===== config.mk =====
export PLATFORM = sky130hd
export DESIGN_NAME = nxn_fp_matmul
export DESIGN_NICKNAME = d
export VERILOG_FILES = /design/src/rtl/matmul_pkg.sv /design/src/rtl/tile_mac2x2.sv /design/src/rtl/nxn_fp_matmul.sv
export SDC_FILE = /design/constraint.sdc
export NUM_CORES = 1
export LEC_CHECK = 0
export ABC_CLOCK_PERIOD_IN_PS = 2000
export CORE_AREA = 2 2 597 599
export DETAILED_ROUTE_END_ITERATION = 12
export DIE_AREA = 0 0 599 601
export PLACE_DENSITY_LB_ADDON = 0.3
export SLEW_MARGIN = 20
export SYNTH_ARGS = -nofsm -noshare
export SYNTH_HDL_FRONTEND = slang
export SYNTH_SLANG_ARGS = --single-unit
export TNS_END_PERCENT = 100

===== constraint.sdc =====
create_clock -name clk -period 2 [get_ports clk]
set_clock_uncertainty 0.1 [all_clocks]
set_input_delay 0.4 -clock clk [delete_from_list [all_inputs] [get_ports clk]]
set_output_delay 0.4 -clock clk [all_outputs]
set_load 0.01 [all_outputs]

===== src/rtl/matmul_pkg.sv =====
// rtl/matmul_pkg.sv - shared constants, FSM state type and tile indexing for the NxN float multiplier
//
// Purpose: element width, float constants, controller state encoding and a
// helper that maps (tile row, tile col, row-in-tile, col-in-tile) to the
// row-major element index of an NxN matrix.
package matmul_pkg;

   localparam int          FLOAT_SIZE = 32;
   localparam logic [31:0] FP_ZERO    = 32'h0000_0000;
   localparam logic [31:0] FP_ONE     = 32'h3F80_0000;
   localparam logic [31:0] FP_QNAN    = 32'h7FC0_0000;

   typedef enum logic [1:0] {
      ST_IDLE,
      ST_ISSUE,
      ST_WAIT,
      ST_DONE
   } state_t;

   // Row-major element index of element (r,c) inside 2x2 tile (tr,tc).
   function automatic int elem_idx(input int n, input int tr, input int tc,
                                   input int r, input int c);
      return (tr * 2 + r) * n + tc * 2 + c;
   endfunction

endpackage


===== src/rtl/tile_mac2x2.sv =====
// rtl/tile_mac2x2.sv - pipelined 2x2 single-precision tile multiply-accumulate
//
// Purpose: res = c + a*b on 2x2 tiles of IEEE-754 singles, fixed latency.
// Each element is ((c + a(i,0)*b(0,j)) + a(i,1)*b(1,j)), round-to-nearest-even
// per operation; denormal inputs and results are flushed to signed zero.
// Ports:
//   clk, reset        clock, synchronous active-high reset (clears valids)
//   in_valid          operands present this cycle
//   a, b, c           2x2 tiles, element (r,c) at index r*2+c
//   out_valid, res    result tile, MAC_LAT cycles after in_valid
module tile_mac2x2 #(
   parameter int MAC_LAT = 3
) (
   input  logic             clk,
   input  logic             reset,
   input  logic             in_valid,
   input  logic [3:0][31:0] a,
   input  logic [3:0][31:0] b,
   input  logic [3:0][31:0] c,
   output logic             out_valid,
   output logic [3:0][31:0] res
);
   import matmul_pkg::*;

   function automatic logic [31:0] fp_mul(input logic [31:0] x, input logic [31:0] y);
      logic              s, g, st, rnd;
      logic [7:0]        ex, ey;
      logic [47:0]       p;
      logic [23:0]       m;
      logic [24:0]       mr;
      logic signed [9:0] e;
      s  = x[31] ^ y[31];
      ex = x[30:23];
      ey = y[30:23];
      if ((ex == 8'hFF && x[22:0] != 23'h0) || (ey == 8'hFF && y[22:0] != 23'h0))
         return FP_QNAN;
      if (ex == 8'hFF || ey == 8'hFF) begin
         if (ex == 8'h00 || ey == 8'h00) return FP_QNAN;
         return {s, 8'hFF, 23'h0};
      end
      if (ex == 8'h00 || ey == 8'h00) return {s, 31'h0};
      p = {24'h0, 1'b1, x[22:0]} * {24'h0, 1'b1, y[22:0]};
      e = $signed({2'b00, ex}) + $signed({2'b00, ey}) - 10'sd127;
      if (p[47]) begin
         m  = p[47:24];
         g  = p[23];
         st = |p[22:0];
         e  = e + 10'sd1;
      end else begin
         m  = p[46:23];
         g  = p[22];
         st = |p[21:0];
      end
      rnd = g & (st | m[0]);
      mr  = {1'b0, m} + 25'(rnd);
      if (mr[24]) begin
         mr = mr >> 1;
         e  = e + 10'sd1;
      end
      if (e >= 10'sd255) return {s, 8'hFF, 23'h0};
      if (e <= 10'sd0)   return {s, 31'h0};
      return {s, e[7:0], mr[22:0]};
   endfunction

   function automatic logic [31:0] fp_add(input logic [31:0] x, input logic [31:0] y);
      logic [31:0]       hi, lo;
      logic [7:0]        ex, ey, d8;
      logic [26:0]       mh, ml, mls;
      logic [27:0]       sum;
      logic [23:0]       m;
      logic [24:0]       mr;
      logic              s, g, st, rnd;
      logic signed [9:0] e;
      ex = x[30:23];
      ey = y[30:23];
      if ((ex == 8'hFF && x[22:0] != 23'h0) || (ey == 8'hFF && y[22:0] != 23'h0))
         return FP_QNAN;
      if (ex == 8'hFF && ey == 8'hFF) return (x[31] != y[31]) ? FP_QNAN : x;
      if (ex == 8'hFF) return x;
      if (ey == 8'hFF) return y;
      if (ex == 8'h00 && ey == 8'h00) return {x[31] & y[31], 31'h0};
      if (ex == 8'h00) return y;
      if (ey == 8'h00) return x;
      if (x[30:0] >= y[30:0]) begin
         hi = x;
         lo = y;
      end else begin
         hi = y;
         lo = x;
      end
      d8 = hi[30:23] - lo[30:23];
      mh = {1'b1, hi[22:0], 3'b000};
      ml = {1'b1, lo[22:0], 3'b000};
      // Three extra low bits act as guard/round/sticky through alignment.
      if (d8 >= 8'd27) begin
         mls = 27'd1;
      end else begin
         mls    = ml >> d8;
         mls[0] = mls[0] | (|(ml & ((27'd1 << d8) - 27'd1)));
      end
      s = hi[31];
      e = $signed({2'b00, hi[30:23]});
      if (hi[31] == lo[31]) begin
         sum = {1'b0, mh} + {1'b0, mls};
         if (sum[27]) begin
            sum = {1'b0, sum[27:2], sum[1] | sum[0]};
            e   = e + 10'sd1;
         end
      end else begin
         sum = {1'b0, mh} - {1'b0, mls};
         if (sum == 28'h0) return FP_ZERO;
         for (int i = 0; i < 27; i++) begin
            if (!sum[26]) begin
               sum = sum << 1;
               e   = e - 10'sd1;
            end
         end
      end
      m   = sum[26:3];
      g   = sum[2];
      st  = sum[1] | sum[0];
      rnd = g & (st | m[0]);
      mr  = {1'b0, m} + 25'(rnd);
      if (mr[24]) begin
         mr = mr >> 1;
         e  = e + 10'sd1;
      end
      if (e >= 10'sd255) return {s, 8'hFF, 23'h0};
      if (e <= 10'sd0)   return {s, 31'h0};
      return {s, e[7:0], mr[22:0]};
   endfunction

   logic [3:0][31:0]              sum;
   logic [MAC_LAT-1:0][3:0][31:0] pipe_d;
   logic [MAC_LAT-1:0]            pipe_v;

   always_comb begin
      sum = '0;
      for (int i = 0; i < 2; i++) begin
         for (int j = 0; j < 2; j++) begin
            sum[2'(i * 2 + j)] = fp_add(fp_add(c[2'(i * 2 + j)],
                                               fp_mul(a[2'(i * 2)], b[2'(j)])),
                                        fp_mul(a[2'(i * 2 + 1)], b[2'(2 + j)]));
         end
      end
   end

   // Arithmetic is one combinational cloud followed by MAC_LAT register
   // stages, leaving retiming free to balance the pipeline.
   generate
      if (MAC_LAT == 1) begin : g_lat1
         always_ff @(posedge clk) begin
            if (reset) pipe_v <= '0;
            else       pipe_v <= in_valid;
            pipe_d <= sum;
         end
      end else begin : g_latn
         always_ff @(posedge clk) begin
            if (reset) pipe_v <= '0;
            else       pipe_v <= {pipe_v[MAC_LAT-2:0], in_valid};
            pipe_d <= {pipe_d[MAC_LAT-2:0], sum};
         end
      end
   endgenerate

   assign out_valid = pipe_v[MAC_LAT-1];
   assign res       = pipe_d[MAC_LAT-1];

endmodule


===== src/rtl/nxn_fp_matmul.sv =====
// rtl/nxn_fp_matmul.sv - NxN single-precision matrix multiply(-accumulate) on a shared 2x2 tile MAC
//
// Purpose: Res = A*B or Res = Res + A*B, iterating 2x2 tiles (ti, tj, k
// innermost) through one pipelined tile_mac2x2.
// Ports:
//   clk, reset         clock, synchronous active-high reset
//   start, accumulate  request (taken when busy=0) and its mode
//   A, B               row-major operands, latched on an accepted start
//   busy, done         operation in progress / one-cycle completion pulse
//   Res                registered result, row-major
module nxn_fp_matmul #(
   parameter int N          = 4,
   parameter int FLOAT_SIZE = matmul_pkg::FLOAT_SIZE,
   parameter int MAC_LAT    = 3
) (
   input  logic                      clk,
   input  logic                      reset,
   input  logic                      start,
   input  logic                      accumulate,
   input  logic [N*N*FLOAT_SIZE-1:0] A,
   input  logic [N*N*FLOAT_SIZE-1:0] B,
   output logic                      busy,
   output logic                      done,
   output logic [N*N*FLOAT_SIZE-1:0] Res
);
   import matmul_pkg::*;

   localparam int NT  = N / 2;
   localparam int CW  = (NT > 1) ? $clog2(NT) : 1;
   localparam int WCW = $clog2(MAC_LAT + 1);
   localparam logic [CW-1:0]  TMAX      = CW'(NT - 1);
   localparam logic [WCW-1:0] WAIT_MID  = WCW'(MAC_LAT - 1);
   localparam logic [WCW-1:0] WAIT_LAST = WCW'(MAC_LAT);

   state_t                    state, state_nxt;
   logic [N*N*FLOAT_SIZE-1:0] a_q, b_q;
   logic                      acc_q;
   logic [CW-1:0]             ti, tj, k;
   logic [CW-1:0]             wb_ti, wb_tj;
   logic                      wb_last;
   logic [WCW-1:0]            wait_cnt;
   logic                      draining;
   logic                      accept, last_step;
   logic                      mac_in_valid, mac_out_valid;
   logic [3:0][31:0]          mac_a, mac_b, mac_c, mac_res;

   assign accept    = start && !busy;
   assign last_step = (ti == TMAX) && (tj == TMAX) && (k == TMAX);

   always_ff @(posedge clk) begin
      if (reset) state <= ST_IDLE;
      else       state <= state_nxt;
   end

   // The final step waits one extra cycle so its result lands before DONE.
   always_comb begin
      state_nxt = state;
      unique case (state)
         ST_IDLE:  if (start) state_nxt = ST_ISSUE;
         ST_ISSUE: state_nxt = (last_step || MAC_LAT > 1) ? ST_WAIT : ST_ISSUE;
         ST_WAIT: begin
            if (wait_cnt == (draining ? WAIT_LAST : WAIT_MID))
               state_nxt = draining ? ST_DONE : ST_ISSUE;
         end
         ST_DONE:  state_nxt = start ? ST_ISSUE : ST_IDLE;
         default:  state_nxt = ST_IDLE;
      endcase
   end

   always_comb begin
      busy         = 1'b0;
      done         = 1'b0;
      mac_in_valid = 1'b0;
      unique case (state)
         ST_ISSUE: begin
            busy         = 1'b1;
            mac_in_valid = 1'b1;
         end
         ST_WAIT:  busy = 1'b1;
         ST_DONE:  done = 1'b1;
         default:  ;
      endcase
   end

   // Tile select: C seeds from zero or the current Res tile on k=0, otherwise
   // chains the MAC output arriving in this same issue cycle.
   always_comb begin
      mac_a = '0;
      mac_b = '0;
      mac_c = '0;
      for (int r = 0; r < 2; r++) begin
         for (int c = 0; c < 2; c++) begin
            mac_a[2'(r * 2 + c)] = a_q[elem_idx(N, int'(ti), int'(k), r, c) * FLOAT_SIZE +: FLOAT_SIZE];
            mac_b[2'(r * 2 + c)] = b_q[elem_idx(N, int'(k), int'(tj), r, c) * FLOAT_SIZE +: FLOAT_SIZE];
            if (k != '0)
               mac_c[2'(r * 2 + c)] = mac_res[2'(r * 2 + c)];
            else if (acc_q)
               mac_c[2'(r * 2 + c)] = Res[elem_idx(N, int'(ti), int'(tj), r, c) * FLOAT_SIZE +: FLOAT_SIZE];
            else
               mac_c[2'(r * 2 + c)] = FP_ZERO;
         end
      end
   end

   always_ff @(posedge clk) begin
      if (reset) begin
         a_q      <= '0;
         b_q      <= '0;
         acc_q    <= 1'b0;
         ti       <= '0;
         tj       <= '0;
         k        <= '0;
         wb_ti    <= '0;
         wb_tj    <= '0;
         wb_last  <= 1'b0;
         wait_cnt <= '0;
         draining <= 1'b0;
         Res      <= '0;
      end else begin
         if (accept) begin
            a_q      <= A;
            b_q      <= B;
            acc_q    <= accumulate;
            ti       <= '0;
            tj       <= '0;
            k        <= '0;
            draining <= 1'b0;
         end
         if (state == ST_ISSUE) begin
            // Only one tile is ever in flight, so its destination rides along here.
            wb_ti    <= ti;
            wb_tj    <= tj;
            wb_last  <= (k == TMAX);
            draining <= last_step;
            wait_cnt <= WCW'(1);
            if (k == TMAX) begin
               k <= '0;
               if (tj == TMAX) begin
                  tj <= '0;
                  ti <= (ti == TMAX) ? '0 : ti + CW'(1);
               end else begin
                  tj <= tj + CW'(1);
               end
            end else begin
               k <= k + CW'(1);
            end
         end
         if (state == ST_WAIT)
            wait_cnt <= wait_cnt + WCW'(1);
         if (mac_out_valid && wb_last) begin
            for (int r = 0; r < 2; r++) begin
               for (int c = 0; c < 2; c++) begin
                  Res[elem_idx(N, int'(wb_ti), int'(wb_tj), r, c) * FLOAT_SIZE +: FLOAT_SIZE]
                     <= mac_res[2'(r * 2 + c)];
               end
            end
         end
      end
   end

   tile_mac2x2 #(
      .MAC_LAT (MAC_LAT)
   ) u_mac (
      .clk       (clk),
      .reset     (reset),
      .in_valid  (mac_in_valid),
      .a         (mac_a),
      .b         (mac_b),
      .c         (mac_c),
      .out_valid (mac_out_valid),
      .res       (mac_res)
   );

endmodule


======== Word-level counts from Yosys, hierarchy flattened ========
Index checks and enable logic that the tools add are counted.
storage, ports and cells
  flip-flop bits (word level) ............. 526
  latch bits .............................. 0
  memory bits (writable) .................. 0
  ROM bits ................................ 0
  input bits .............................. 1028
  memories kept ........................... 0
operators by class
  add/sub/neg operators ................... 13
  multipliers ............................. 0
  div/mod/pow operators ................... 0
  magnitude comparators ................... 0
  eq/ne operators ......................... 6
  shift-type cells ........................ 8
  mux-type cells .......................... 28
  bitwise operators ....................... 0
  reductions and logical operators ........ 10
operators with widths
  operator                                                                         count
  512-bit bitwise mux                                                              4
  32-bit by 33-bit variable shift with 512-bit output (first input constant)       4
  1-bit by 33-bit indexed part select with 512-bit output (first input constant)   2
  32-bit by 33-bit indexed part select with 512-bit output (first input constant)  2
  32-bit negator with 33-bit output                                                2
  11-bit negator with 33-bit output                                                1
  12-bit negator with 33-bit output                                                1
  1-bit two-way mux                                                                18
  2-bit two-way mux                                                                5
  2-bit case mux with 4 select lines                                               1
  6-bit by 1-bit adder with 7-bit output (second input constant)                   1
  5-bit by 1-bit adder with 6-bit output (second input constant)                   1
  5-bit by 2-bit adder with 6-bit output                                           1
  4-bit by 2-bit adder with 5-bit output                                           1
  2-bit equality test (second input constant)                                      2
  1-bit logical AND                                                                4
  2-bit inequality test (second input constant)                                    2
  2-bit nonzero test                                                               2
  1-bit adder (second input constant)                                              3
  2-bit by 1-bit adder with 3-bit output (second input constant)                   1
  2-bit by 1-bit adder with 2-bit output (second input constant)                   1
  2-bit by 1-bit equality test with 1-bit output (second input constant)           1
  2-bit equality test                                                              1
  2-bit zero test                                                                  1
  other kinds (3)                                                                  3

======== Depth between registers and ports, before layout ========
Gate-level depths: netlist of run 1.
  depth after elaboration ................. 9
  mapped depth ............................ 6

======== Modules after synthesis ========
A second synthesis of run 1 with hierarchy kept.
unflattened totals
  cell total of the unflattened synthesis .. 4102
  area total of the unflattened synthesis .. 37813.8 um^2
by module, submodules not included
  module         times used  cells an instance  area each (um^2)
  nxn_fp_matmul  1           3966               36766.5
  tile_mac2x2    1           136                1047.3

======== Least setup slack after synthesis of run 1 ========
Ideal clock, no wire load.
  path kind ............................... register to register
  start point ............................. register wb_tj
  end point ............................... register Res[158]
  setup time .............................. 0.067 ns
  arrival time ............................ 1.421 ns
  data required time ...................... 1.833 ns
  path slack .............................. 0.411 ns
  stages on the path, launching flop included .. 6
  path buffers ............................ 0
  cells stage by stage .................... dfxtp_1 > inv_1 > ha_1 > nand2_1 > or4b_4 > a21oi_2
on the way
  longest elaborated chain between the ends .. 7
ends and longest elaborated chain
  item                                                                                                RTL line                                text
  start: declaration                                                                                  nxn_fp_matmul.sv:39                     logic [CW-1:0] wb_ti, wb_tj;
  start signal: assignment                                                                            nxn_fp_matmul.sv:132                    wb_tj <= tj;
  4-bit by 2-bit adder with 5-bit output                                                              matmul_pkg.sv:23                        return (tr * 2 + r) * n + tc * 2 + c;
  5-bit by 1-bit adder with 6-bit output / 32-bit negator with 33-bit output (equally long branches)  matmul_pkg.sv:23, nxn_fp_matmul.sv:153
  11-bit negator with 33-bit output, or another cell as far along                                     nxn_fp_matmul.sv:153                    Res[elem_idx(N, int'(wb_ti), int'(wb_tj), r, c) * FLOAT_SIZE +: FLOAT_SIZE]
  32-bit by 33-bit indexed part select with 512-bit output, or another cell as far along              nxn_fp_matmul.sv:153
  512-bit bitwise mux (2 in a row)                                                                    nxn_fp_matmul.sv:153
  512-bit bitwise mux *                                                                               nxn_fp_matmul.sv:153
  end signal: assignment                                                                              nxn_fp_matmul.sv:118                    Res <= '0;
  end: declaration                                                                                    nxn_fp_matmul.sv:24                     output logic [N*N*FLOAT_SIZE-1:0] Res
Mark *: on every way between the ends. The rest lies on a longest branch, timed or not.
A chain may end at the register's enable or synchronous reset.

==> results.toml, run 1 <==
[status]
outcome = "finished, final reports clean"

[detailed_routing]
ant_nets = 0
wl_cell_um = 1.64
detail_route.first_pass.iterations = 4
initialDrtViolationCount = 37
wl_um = 8870
drc_errors = 0
route.vias.total = 2333
routed_via_density = 0.432

[synthesis]
yosys.area_share.xor_xnor_pct = 0.178
synth.lib_cells_used.distinct = 29
synth_top_cell_area_share_pct = 76.4
synth-adder-area-share_pct = 3.06
postSynthRegisterBits = 26
synthMuxAreaShare_pct = 0.611
synth_seq_area_share_pct = 10.6
synth_simple_gate_area_share_pct = 5.27
synth_compound_area_share_pct = 2.78
area_contributors_post_synth = "sky130_fd_sc_hd__buf_4, sky130_fd_sc_hd__dfxtp_1, sky130_fd_sc_hd__ha_1"
syn-mean-instance-area_um2 = 7.86
main_combinational_cell_family_by_area_after_synthesis = "buffers and inverters"
postSynthCellCount = 625
syn-cell-area_mm2 = 0.00491
yosys_warnings = 0
yosysTopAreaCell = "sky130_fd_sc_hd__buf_4"

[min_path]
hold_class = "reg -> reg"

[cells_and_area]
area.sequential_um2 = 524
fin_nets = 1688
areaGrowthSynthToFinish_pct = 102
combined_area_of_the_multi_input_logic_cells_mm2 = 0.00210
final_area_mm2 = 0.00993
num-fill-cells = 42485
layout_cells_sized_above_1_pct = 3.71

[cts]
ctsHtreeMaxLevel = 1
clkLatencyLatePin_ns = 0.26
path_clk_slew_ns = 0.07
cts-root-buf = "sky130_fd_sc_hd__clkbuf_16"
clock_tree.buffer_depth = 2
cts.sinks = 26
ctsHoldBuffers = 0
cts_bufs_inserted = 3
cts_tree = "built"

[floorplan]
die_h_um = 601
fp.dieW_um = 599
initial_cell_density_of_the_core_pct = 1.39
core_area_mm2 = 0.354
placement_rows = 219
fp.dieArea_mm2 = 0.360
ioPinCount = 1542

[global_route]
grt_start_max_net_pins = 26
via_count_of_the_first_global_routing_pass = 1498
grt_remaining_overflow = 0
grt_util_all_layers_pct = 0.407
antenna_found_initial = 2
grt_pass1_wl_um = 10800

[timing]
timing.fmax_mhz = 523
setup_tns_ns = 0
final-max-slew-violation-count = 0
setup_viol = 0
endpoints_failing_hold = 0
grt_setup_unrepaired = "no"
timing.final.crit_period_ns = 1.91
final.period_utilization_pct = 95.7

[setup_path]
path_buf_inv = 1
crit_path_end_kind = "primary output"
critical_path_s_slowest_cell = "sky130_fd_sc_hd__clkdlybuf4s50_1"
worstPathCellList = "clkdlybuf4s50_1"
timing.critical_path.max_delay_family = "buffers and inverters"
critical_path_arrival_ns = 1.41
critical_path_required_ns = 1.50
timing.critical_path.slowest_cell_delay_ns = 0.62
kind_of_critical_path = "reg -> out"
critPathMaxFanout = 10
worstSetupStartpointType = "flop"

[power]
switching_power_uw = 791
leakage_uw = 0.00225
cell_internal_power_uw = 1070
totalPowerFinal_uw = 1860
power_frac_comb_pct = 40.9
p_clk_share_pct = 26.3
share_seq_of_total_power_pct = 32.8
p_per_area_mw_per_mm2 = 187
worst_ir_drop_vdd_v = 0.000323
switch_share_pct = 42.5

[place]
place.detailed.hpwl_um = 7950
placed_area_mm2 = 0.00983
place_congestion = 0.548
port-buffer-count = 112

[run]
timing.max_cap.violations = 0
-- cell usage after synthesis --
cell type,number
sky130_fd_sc_hd__buf_4,500
sky130_fd_sc_hd__and3b_1,1
sky130_fd_sc_hd__nand4_1,1
sky130_fd_sc_hd__ha_1,12
sky130_fd_sc_hd__nor2_1,8
sky130_fd_sc_hd__a21oi_1,18
sky130_fd_sc_hd__clkbuf_1,4
sky130_fd_sc_hd__nand2b_1,6
sky130_fd_sc_hd__nand3b_1,2
sky130_fd_sc_hd__a21oi_2,1
sky130_fd_sc_hd__nand3_1,6
sky130_fd_sc_hd__inv_1,8
sky130_fd_sc_hd__or2_2,3
sky130_fd_sc_hd__or4b_4,1
sky130_fd_sc_hd__nand3_2,1
sky130_fd_sc_hd__o211a_1,1
sky130_fd_sc_hd__or2b_1,1
sky130_fd_sc_hd__conb_1,1
sky130_fd_sc_hd__o21ai_0,3
sky130_fd_sc_hd__nor4b_1,1
sky130_fd_sc_hd__dfxtp_1,26
sky130_fd_sc_hd__nor2b_1,6
sky130_fd_sc_hd__or3_1,2
sky130_fd_sc_hd__xnor2_1,1
sky130_fd_sc_hd__and2_2,1
sky130_fd_sc_hd__nand2_1,4
sky130_fd_sc_hd__o22ai_1,2
sky130_fd_sc_hd__buf_2,1
sky130_fd_sc_hd__mux2i_1,3
-- power groups by stage --
stage	Combinational, µW	Sequential [µW]	Clock (µW)
final	760	610	489
after global placement	764	623	0
after detailed placement	754	623	0
after global routing	859	618	537
after floorplan	1180	621	0
after CTS	756	611	516
-- state kept, by name, summed over array words and instances (netlist names), 2 cells and up --
name / flops
Res: 12
state: 2
u_mac.pipe_v: 3
wait_cnt: 2
-- worst paths after layout --
path	slack, ns	from	cells past startpoint	end
hold reg to reg	0.34	u_mac.pipe_v[0]$_SDFF_PP0_	1	u_mac.pipe_v[1]$_SDFF_PP0_
hold / removal	0.34	u_mac.pipe_v[0]$_SDFF_PP0_	1	u_mac.pipe_v[1]$_SDFF_PP0_
setup / recovery	0.09	Res[62]$_SDFFE_PP0P_	1	Res[56]
setup reg to reg	0.43	state[0]$_SDFFE_PP0P_	5	tj$_SDFF_PP0_
-- cells in the final DEF, fill, tap and decap left out, types with 6 or more instances in the layout --
master / instances
sky130_fd_sc_hd__a21oi_1: 18
sky130_fd_sc_hd__inv_1: 8
sky130_fd_sc_hd__dfxtp_1: 23
sky130_fd_sc_hd__conb_1: 404
sky130_fd_sc_hd__nor2b_1: 6
sky130_fd_sc_hd__clkdlybuf4s50_1: 109
sky130_fd_sc_hd__nor2_1: 8
sky130_fd_sc_hd__nand2b_1: 6
sky130_fd_sc_hd__nand3_1: 6
sky130_fd_sc_hd__ha_1: 12
-- layer usage --
metal	up-vias	wire length [µm]	GRT usage (%)
met2	234	4600	0.741
met3	2	1220	0.157
met1	1036	3020	0.454
li1	1061	-	-
met5	-	0	0
met4	0	38	0.0534
-- kinds of logic (layout without fill, tap and decap cells) --
family                     Yosys count  count (layout)
AOI/OAI and AO/OA                   25              25
DFF                                 26              26
xor gates and xnor gates             1               1
buffers and inverters              513             132
adders and majority gates           12              12
other                                1             405
muxes                                3               3
and+or+nand+nor                     44              44
-- metrics by stage --
stage,setup WS (ns),std cells,utilization [%],hold WS (ns)
after floorplan,0.411,1028,-,0.314
after global placement,0.195,5394,2.78,0.324
after detailed placement,0.216,5394,2.78,0.326
after CTS,0.000785,5398,2.80,0.345
after global routing,0.00842,5398,2.80,0.369
final,0.0861,5399,2.81,0.337
-- repair_timing --
item | 4_1_cts | 5_1_grt
endpoints found under the setup margin | 0 | 21
gates resized for setup | 0 | 4
buffers inserted | 0 | 0
endpoints found under the hold margin | 0 | 0
-- final cells by class --
type | instances | share of cell area (%)
Multi-Input combinational cell | 489 | 21.2
Antenna cell | 1 | 0.0252
Timing Repair Buffer | 120 | 12.5
Clock buffer | 4 | 0.894
Tap cell | 4751 | 59.9
Inverter | 8 | 0.302
Sequential cell | 26 | 5.28
No activity file was read; power rests on OpenSTA's default activity.
==> run 2: changes to the inputs <==
--- a/config.mk
+++ b/config.mk
@@ -9,6 +9,7 @@
 export CORE_AREA = 2 2 597 599
 export DETAILED_ROUTE_END_ITERATION = 12
 export DIE_AREA = 0 0 599 601
+export MAX_ROUTING_LAYER = met4
 export PLACE_DENSITY_LB_ADDON = 0.3
 export SLEW_MARGIN = 20
 export SYNTH_ARGS = -nofsm -noshare
==> run 2 against run 1 <==
Total power about the same. Flip-flop and latch count stayed put. Design area did not move. Final cell count unchanged. Non-clock buffer count unchanged. Sequential power about the same. Critical path depth is the same. Hold slack hardly changed. Setup slack better by 0.0020 ns. Critical path type unchanged. Largest cell class unchanged. Largest power group unchanged.
==> results.toml, run 2 (same netlist as run 1, synthesis figures left out) <==
[cells_and_area]
areaGrowthSynthToFinish_pct = 102
layout.cells.most_common = "sky130_fd_sc_hd__conb_1"
final_area_mm2 = 0.00993
number_of_flip_flops_in_the_largest_register = 12
fin_nets = 1688
layout_cells_sized_above_1_pct = 3.71
most-common-layout-cells = "sky130_fd_sc_hd__conb_1, sky130_fd_sc_hd__clkdlybuf4s50_1, sky130_fd_sc_hd__dfxtp_1"
post-route-util_pct = 2.81
largest_registers_ranked_by_flip_flop_count = "Res (12), u_mac.pipe_v (3)"
largest_reg_by_ff_count = "Res"
num-fill-cells = 42485

[power]
p_clk_share_pct = 26.3
worst_ir_drop_vdd_v = 0.000323
switching_power_uw = 791
cell_internal_power_uw = 1070
leakage_uw = 0.00225
switch_share_pct = 42.5
power_frac_comb_pct = 40.9
share_seq_of_total_power_pct = 32.8
p_per_area_mw_per_mm2 = 187

[status]
outcome = "finished, final reports clean"

[cts]
cts_resized = 0
ctsHtreeMaxLevel = 1
cts_tree = "built"
ctsHoldBuffers = 0
cts-root-buf = "sky130_fd_sc_hd__clkbuf_16"
clkLatencyLatePin_ns = 0.26
path_clk_slew_ns = 0.07
cts.repair_timing.setup_buffer_count = 0
cts_bufs_inserted = 3
clock_tree.buffer_depth = 2
cts.sinks = 26

[setup_path]
worstSetupStartpointType = "flop"
kind_of_critical_path = "reg -> out"
worstPathCellList = "clkdlybuf4s50_1"
critical_path_arrival_ns = 1.41
launching_element_of_the_worst_setup_path = "Res[62]$_SDFFE_PP0P_"
critPathMaxFanout = 10
worstReg2RegStart = "state[0]$_SDFFE_PP0P_"
path_buf_inv = 1
critical_path_required_ns = 1.50
critical_path_s_slowest_cell = "sky130_fd_sc_hd__clkdlybuf4s50_1"
timing.critical_path.slowest_cell_delay_ns = 0.62
timing.critical_path.max_delay_family = "buffers and inverters"
crit_path_end_kind = "primary output"

[place]
place_congestion = 0.548
placed_area_mm2 = 0.00983
port-buffer-count = 112
pre_cts_slack_ns = 0.216
place.detailed.hpwl_um = 7950

[global_route]
antenna_found_initial = 2
grt_pass1_wl_um = 10800
grt_remaining_overflow = 0
grt_start_max_net_pins = 26
via_count_of_the_first_global_routing_pass = 1496
grt_util_all_layers_pct = 0.420

[timing]
final.period_utilization_pct = 95.6
endpoints_failing_hold = 0
postLayoutSetupSlackWorst_ns = 0.0881
setup_tns_ns = 0
timing.final.crit_period_ns = 1.91
final-max-slew-violation-count = 0
timing.fmax_mhz = 523
grt_setup_unrepaired = "no"
setup_viol = 0
worst_hold_check_slack_ns = 0.337

[floorplan]
ioPinCount = 1542
core_area_mm2 = 0.354
initial_cell_density_of_the_core_pct = 1.39
fp.dieW_um = 599
fp.dieArea_mm2 = 0.360
die_h_um = 601
placement_rows = 219

[detailed_routing]
initialDrtViolationCount = 37
routed_via_density = 0.432
drc_errors = 0
route.vias.total = 2333
wl_um = 8870
detail_route.first_pass.iterations = 4
wl_cell_um = 1.64
ant_nets = 0

[min_path]
hold_class = "reg -> reg"
timing.hold.worst.start = "u_mac.pipe_v[0]$_SDFF_PP0_"

[run]
timing.max_cap.violations = 0
==> run 2: cell counts in the layout (fill, tap and decap cells not counted) <==
Identical to the previous run, type by type.
==> run 2: worst paths after layout <==
| check | slack [ns] | depth (start not counted) | end |
|---|---|---|---|
| worst max register to register | 0.43 | 5 | tj$_SDFF_PP0_ |
| worst min register to register | 0.34 | 1 | u_mac.pipe_v[1]$_SDFF_PP0_ |
| worst min-delay path | 0.34 | 1 | u_mac.pipe_v[1]$_SDFF_PP0_ |
| worst max-delay path | 0.09 | 1 | Res[56] |
==> run 2: per-stage QoR <==
step / std cells / power [µW]
2_1_floorplan: 1028 / 1810
3_3_place_gp: 5394 / 1390
3_5_place_dp: 5394 / 1380
4_1_cts: 5398 / 1880
5_1_grt: 5398 / 2010
6_report: 5399 / 1860
==> run 2: final cells by class <==
type                       instances  area (µm²)  share of cell area (%)
sequential                        26         524                    5.28
timing repair buffer             120        1240                    12.5
multi-input combinational        489        2100                    21.2
inverter                           8        30.0                   0.302
antenna                            1        2.50                  0.0252
clock buffer                       4        88.8                   0.894
tap                             4751        5940                    59.9
==> run 2: routing by layer <==
layer	wire, µm	track usage, %	part of all wire (%)	vias up
li1	-	-	-	1061
met1	3020	0.456	34	1036
met2	4600	0.741	52	234
met3	1210	0.155	14	2
met4	35	0.0534	0.39	0
met5	0	-	0	-
==> run 2: power groups by stage <==
stage	registers, µW	clock network (µW)	logic (µW)
global placement	623	0	764
floorplan	621	0	1180
CTS	611	516	756
detailed placement	623	0	754
finish	610	489	760
global route	618	537	859
